`src/rtl/pipe_stage_buf.sv`:
```
// Elastic pipeline stage register: valid/ready handshake, optional skid entry,
// writeEN freeze, flush-to-bubble and saturating stall/drop statistics.
module pipe_stage_buf #(
    parameter int DATA_W = 64,
    parameter int SKID   = 1,
    parameter int CNT_W  = 16
) (
    input  logic              CLK,
    input  logic              RST,
    input  logic              in_valid,
    output logic              in_ready,
    input  logic [DATA_W-1:0] in_data,
    output logic              out_valid,
    input  logic              out_ready,
    output logic [DATA_W-1:0] out_data,
    input  logic              writeEN,
    input  logic              flush,
    input  logic              cnt_clr,
    output logic [CNT_W-1:0]  stall_cnt,
    output logic [CNT_W-1:0]  drop_cnt
);

    typedef enum logic [1:0] {
        ST_EMPTY = 2'd0,
        ST_FULL  = 2'd1,
        ST_SKID  = 2'd2
    } state_t;

    state_t             state_q, state_d;
    logic [DATA_W-1:0]  main_q, main_d;
    logic [DATA_W-1:0]  skid_q, skid_d;
    logic [CNT_W-1:0]   stall_q, stall_d;
    logic [CNT_W-1:0]   drop_q, drop_d;

    logic               accept;
    logic               emit;
    logic               stall_inc;
    logic [1:0]         held;
    logic [1:0]         drop_inc;

    function automatic logic [CNT_W-1:0] sat_add(input logic [CNT_W-1:0] a,
                                                 input logic [1:0]       b);
        logic [CNT_W:0] s;
        s = {1'b0, a} + {{(CNT_W-1){1'b0}}, b};
        return s[CNT_W] ? {CNT_W{1'b1}} : s[CNT_W-1:0];
    endfunction

    // With a skid entry, in_ready decodes only the state register, so it has
    // no combinational path from out_ready.
    generate
        if (SKID != 0) begin : g_skid
            assign in_ready = !RST && writeEN && (state_q != ST_SKID);
        end else begin : g_noskid
            assign in_ready = !RST && writeEN && ((state_q == ST_EMPTY) || out_ready);
        end
    endgenerate

    assign out_valid = writeEN && (state_q != ST_EMPTY);
    assign out_data  = main_q;
    assign stall_cnt = stall_q;
    assign drop_cnt  = drop_q;

    assign accept    = in_valid && in_ready;
    assign emit      = out_valid && out_ready;
    assign stall_inc = out_valid && !out_ready;

    always_comb begin
        held = 2'd0;
        case (state_q)
            ST_FULL: held = 2'd1;
            ST_SKID: held = 2'd2;
            default: held = 2'd0;
        endcase
    end

    // An entry emitted in the flush cycle left the stage and is not a drop.
    assign drop_inc = held - {1'b0, emit};

    always_comb begin
        state_d = state_q;
        main_d  = main_q;
        skid_d  = skid_q;
        if (flush) begin
            state_d = ST_EMPTY;
            main_d  = '0;
            skid_d  = '0;
        end else begin
            case (state_q)
                ST_EMPTY: begin
                    if (accept) begin
                        state_d = ST_FULL;
                        main_d  = in_data;
                    end
                end
                ST_FULL: begin
                    if (accept && emit) begin
                        main_d = in_data;
                    end else if (emit) begin
                        state_d = ST_EMPTY;
                    end else if (accept && (SKID != 0)) begin
                        state_d = ST_SKID;
                        skid_d  = in_data;
                    end
                end
                ST_SKID: begin
                    if (emit) begin
                        state_d = ST_FULL;
                        main_d  = skid_q;
                    end
                end
                default: state_d = ST_EMPTY;
            endcase
        end
    end

    always_comb begin
        stall_d = stall_q;
        drop_d  = drop_q;
        if (cnt_clr) begin
            stall_d = '0;
            drop_d  = '0;
        end else begin
            stall_d = sat_add(stall_q, {1'b0, stall_inc});
            if (flush) drop_d = sat_add(drop_q, drop_inc);
        end
    end

    always_ff @(posedge CLK or posedge RST) begin
        if (RST) begin
            state_q <= ST_EMPTY;
            main_q  <= '0;
            skid_q  <= '0;
            stall_q <= '0;
            drop_q  <= '0;
        end else begin
            state_q <= state_d;
            main_q  <= main_d;
            skid_q  <= skid_d;
            stall_q <= stall_d;
            drop_q  <= drop_d;
        end
    end

endmodule

```
`config.mk`:
```
export PLATFORM = sky130hd
export DESIGN_NAME = pipe_stage_buf
export DESIGN_NICKNAME = d
export VERILOG_FILES = /design/src/rtl/pipe_stage_buf.sv
export SDC_FILE = /design/constraint.sdc
export NUM_CORES = 1
export LEC_CHECK = 0
export CAP_MARGIN = 20
export CELL_PAD_IN_SITES_DETAIL_PLACEMENT = 1
export CELL_PAD_IN_SITES_GLOBAL_PLACEMENT = 2
export CORE_MARGIN = 5
export CORE_UTILIZATION = 28
export CTS_BUF_LIST = sky130_fd_sc_hd__clkbuf_4 sky130_fd_sc_hd__clkbuf_8 sky130_fd_sc_hd__clkbuf_16
export DETAILED_ROUTE_END_ITERATION = 10
export PLACE_DENSITY = 0.75
export SLEW_MARGIN = 20
export SYNTH_ARGS = -nofsm -noshare
export SYNTH_HDL_FRONTEND = slang
export SYNTH_SLANG_ARGS = --single-unit
```
`constraint.sdc`:
```
create_clock -name CLK -period 5.17 [get_ports CLK]
set_clock_uncertainty 0.1 [all_clocks]
set_input_delay 1.034 -clock CLK [delete_from_list [all_inputs] [get_ports CLK]]
set_output_delay 1.034 -clock CLK [all_outputs]
set_load 0.02 [all_outputs]
```
Word-level counts from Yosys, hierarchy flattened
Index checks and enable logic that the tools add are counted.
Widths: inputs -> output; s select.

cells by class
  reduce and logical (&&, ||, !) cells = 18
  muxes and demuxes = 22
  equal/unequal tests = 10
  add/subtract/negate cells = 3

operator list
  cell                number
  $mux 64             8
  $pmux 64 s3         1
  $mux 16             5
  $add 16x1->17       1
  $add 16x2->17       1
  $mux 2              6
  $ne 3x3->1 const B  4
  $reduce_and 4->1    3
  $reduce_bool 2->1   4
  $logic_and 1x1->1   7
  $ne 2x2->1 const B  3
  $pmux 2 s3          1
  $ne 4x4->1 const B  1
  $pmux 2 s2          1
  $reduce_bool 4->1   1
  $eq 2x1->1 const B  1
  $eq 2x2->1 const B  1
  $logic_not 1->1     2
  $logic_not 2->1     1
  $sub 2x1->2         1

storage, ports and cells
  input port bits = 71
  output and inout bits = 98
  register bits = 162
  word-level logic and storage cells = 58

Depth between registers and ports, before layout
  word-level depth = 9
  gate-level depth with buffers = 10
  mapped depth without buffers = 10

Worst setup path before layout
No wires, ideal clock.

  path type = input -> register
  start = in writeEN
  end = reg drop_q[15] (netlist: drop_cnt[15])
  buffers on the path = 0
  slack = 2.012 ns
  cell stages on the path = 9
  data arrival time = 2.958 ns
  cells stage by stage = o21a_1 > and2_1 > ha_1 > xor2_1 > ha_1 > a21oi_1 > nor4_4 > and4_1 > a311oi_1

between the ends
  word-level cells in the longest chain between the ends = 7

RTL lines
  item                  line  source
  from (decl)           16    input logic writeEN,
  $logic_and 1x1->1     58    assign out_valid = writeEN && (state_q != ST_EMPTY);
  $logic_and 1x1->1     64    assign emit = out_valid && out_ready;
  $sub 2x1->2           77    assign drop_inc = held - {1'b0, emit};
  $add 16x2->17         44    s = {1'b0, a} + {{(CNT_W-1){1'b0}}, b};
  $mux 16               45    return s[CNT_W] ? {CNT_W{1'b1}} : s[CNT_W-1:0];
  $mux 16               124   if (flush) drop_d = sat_add(drop_q, drop_inc);
  $mux 16               119   if (cnt_clr) begin
  to (signal assigned)  140   drop_q <= drop_d;
  to (decl)             33    logic [CNT_W-1:0] drop_q, drop_d;

Every way passes these cells. The select of a mux whose other input is x is not followed.
A chain may end at the register's enable or synchronous reset.

Worst setup path in the final report
  start = in writeEN
  end = reg stall_q[0] (netlist: stall_cnt[0])

between the ends
  word-level cells in the longest chain between the ends = 5

RTL lines
  item                  line  source
  $logic_and 1x1->1     58
  $logic_and 1x1->1     65    assign stall_inc = out_valid && !out_ready;
  $add 16x1->17         44
  $mux 16               45
  $mux 16               119
  named net stall_d[0]  32    logic [CNT_W-1:0] stall_q, stall_d;
  to (signal assigned)  139   stall_q <= stall_d;
  to (decl)             32

The timed path passes the listed nets, and every way through them passes these cells.

==> parameters.txt <==
Parameter                              Value

Timing
  Post-route fraction of the period consumed by the critical path ... 0.720
  Tightest Pin Transition ... around 1.0 ns
  Final number of max-transition violations ... 0
  Minimum clock period ... about 3.7 ns
  Total negative slack for setup checks ... 0 ns
  Final number of setup-violating endpoints ... 0
  Min setup slack post-route ... 1.45 ns
  Unrepaired setup endpoints after global routing ... false
  Final hold violations ... 0
  Peak clock frequency supported by timing ... 269 MHz
  Tightest slew margin relative to the limit ... 0.311

Power
  Max rail drop VDD ... 150 µV
  P per Cell Area ... approximately 320 nW/µm²
  Reported leakage power ... around 3.9 nW

Layout
  Ratio of cells with drive above 1 in the final layout ... 0.0782
  Total Nets Final ... around 1,000
  Ant. Diodes ... 0
  Layout overhead on the synthesized area ... 35.4%
  Fin util ... 0.383

Floorplan
  Number of top-level pins ... 169
  Initial standard-cell utilization of the core ... 0.283
  Core area ... between 20,000 and 30,000 µm²
  Cell Rows ... 59
  Die area ... between 20,000 and 30,000 µm²
  Vertical extent of the die ... ~170 µm
  Horizontal die dimension ... roughly 170 µm

Synth
  EDFF count, synth ... 0
  Warning count from the yosys run ... 0
  Distinct cells, synth ... 57
  Synthesized cell area ... about 7300 µm²
  Synth async-reset ratio ... 1.00
  Synth Register Bits ... 162
  Sequential element share of the synthesized area ... 0.553
  Ys flop type ... sky130_fd_sc_hd__dfrtp_1
  Post-Synthesis Net Count ... 841
  Cells after synthesis ... ~760
  Per-instance average area after synthesis ... about 9.6 µm²

Global routing
  Antenna violations before repair ... 1
  Global-route wire length before repair ... 36,100 µm
  Grt total ovfl ... 0
  Global Route Usage Sum ... 0.153
  Vias in the first global route ... 6,489
  Pin count of the biggest net entering global routing ... 81

Flow run
  Number of max-cap violations ... 0

Routing
  Per-cell via count in the routed design ... slightly below 5
  DRC violation total after the first TritonRoute iteration ... ~370
  DR pass1 iterations ... 4
  Antenna viol nets, final ... 0
  Drc violations ... 0
  Wire length per cell after detailed routing ... ~18 µm
  Aggregate routed wire length ... 22,400 µm
  Routed vias ... between 6,000 and 7,000

Min path
  Worst hold path stage count ... 2
  Path type of the worst min-delay path ... reg -> reg

Worst setup path
  Largest stage delay on the critical path ... just over 0.6 ns
  Slowest-stage cell, CP ... sky130_fd_sc_hd__clkdlybuf4s50_1
  Worst Path Max Fanout ... 12
  Critical Path End Type ... flop
  Startpoint type of the worst setup path ... primary input
  Depth of the worst register-to-register path ... 8
  Cell repeated most along the worst path ... sky130_fd_sc_hd__ha_1
  Arrival time at the worst endpoint ... between 3 and 4 ns
  Worst path cell trace ... clkdlybuf4s50_1 -> o21a_1 -> nor2b_1 -> ha_1 -> ha_1 -> nand3_1 -> nor4_4 -> nand4_1 -> a21oi_1
  Worst Path Class, Setup ... in -> reg
  Required time reported for the critical path endpoint ... between 5 and 6 ns

Clock network
  Clock slew seen by the registers of the worst setup and hold paths ... 0.07 ns
  Worst-Skew Late Latency ... 0.42 ns
  Count of instances resized after the clock tree is built ... 0
  Clock root cell ... sky130_fd_sc_hd__clkbuf_16
  Number of buffers created by CTS ... 17
  Htree depth ... 4
  Post-CTS Repair Setup Buffers ... 0
  TritonCTS sink count ... around 160
  Clock tree from TritonCTS ... yes
  Max Buffers Root-to-Sink ... 2
  Cts-stage hold buffer count ... 0

Status
  Result of the run ... finished, final reports clean

Placed design
  Buffers added on ports ... 168
  Pre-CTS setup slack ... between 1 and 1.5 ns
  Final Wtd Congestion ... around 0.76
  Detailed placement HPWL ... approximately 14,000 µm
==> stage by stage <==
step	power (mW)	cells	hold WS [ns]	area, µm²
CTS	3.19	1256	0.424	9920
finish	3.14	1256	0.421	9920
floorplan	1.58	764	0.401	7330
global route	3.28	1256	0.437	9920
global placement	1.82	1227	0.405	9300
detailed placement	1.82	1227	0.415	9300
==> final timing paths <==
| path | startpoint | end | slack [ns] |
|---|---|---|---|
| worst min-delay path | skid_q[54] | skid_q[54] | 0.42 |
| min in group asynchronous | RST | out_data[46] | 0.93 |
| worst max register to register | state_q[1] | stall_cnt[0] | 2.22 |
| worst min register to register | skid_q[54] | skid_q[54] | 0.42 |
| max in group asynchronous | RST | out_data[24] | 3.14 |
| worst max-delay path | writeEN | stall_cnt[0] | 1.45 |
==> per-layer routing <==
metal,share of wire,up-vias,GRT usage,wire [µm]
met2,0.46,126,0.240,10300
met5,0.00058,-,0,13
met4,0.0067,2,0.0290,150
met3,0.054,13,0.0402,1210
li1,-,2972,-,-
met1,0.48,3086,0.215,10700
==> layout make-up <==
type	instances	area, µm²
repair buffers	180	1790
clock inverters	9	158
multi-input cells	540	3000
fillers	2906	16000
inverters	10	41.3
well taps	335	419
clock buffers	20	460
flip-flops and latches	162	4050
==> cells in the mapped netlist (all sizes together) (2+ instances only) <==
master	count	area, µm²
dfrtp	162	4050
a21oi	146	757
nand2	140	533
nor2	79	304
a22oi	64	480
buf	31	161
clkbuf	20	75.1
nor3	19	116
a31oi	11	68.8
inv	10	37.5
nand3	9	62.6
xnor2	8	70.1
nand4	7	50.1
nor4	6	86.3
a211oi	5	37.5
ha	5	62.6
o21bai	4	30.0
and4b	3	30.0
o21a	3	22.5
o21ai	3	15.0
and2	2	12.5
and3	2	13.8
and4	2	17.5
mux2i	2	20.0
nor2b	2	12.5
xor2	2	17.5
==> power breakdown <==
part           internal (mW)  leakage, nW  switching (mW)
combinational          0.195         1.50           0.234
clock                  0.833        0.297           0.515
sequential              1.33         2.14          0.0334
total                   2.35         3.93           0.783
==> flip-flops by register name, summed over array words and instances, names as in the netlist <==
register and count:
drop_cnt 16, stall_cnt 16, skid_q 64, state_q 2
out_data 64
==> kinds of logic (layout without fill, tap and decap cells) <==
logic type | count (synthesis) | after routing | synth area share
AO/OA/AOI/OAI | 243 | 243 | 0.202
XOR/XNOR | 10 | 10 | 0.0120
adder cells (fa/ha/maj) | 6 | 6 | 0.0113
buffers and inverters | 62 | 219 | 0.0391
flip-flops | 162 | 162 | 0.553
multiplexers | 2 | 2 | 0.00273
AND/OR/NAND/NOR | 279 | 279 | 0.180
==> critical path: cells and delay by family <==
kind,cells,cell delay (ns)
and+or+nand+nor,4,1.31
buffers and inverters,1,0.62
adders and majority gates,2,0.45
AOI/OAI and AO/OA,2,0.55
==> cell usage in the layout, fill, tap and decap left out, drive strengths merged, types with 2 or more instances in the layout <==
cell type      count
xor2               2
and2               2
nand3              9
a22oi             64
o21ai              3
clkdlybuf4s50    167
xnor2              8
inv                9
and4b              3
nor3              19
a31oi             11
nor2b              2
nand2            140
clkbuf            20
ha                 5
a211oi             5
dfrtp            162
nand4              7
and3               2
clkinv             3
bufinv             4
mux2i              2
nor4               6
buf               13
a21oi            146
and4               2
clkinvlp           3
nor2              79
o21a               3
o21bai             4
(Power assumes the default switching activity.)
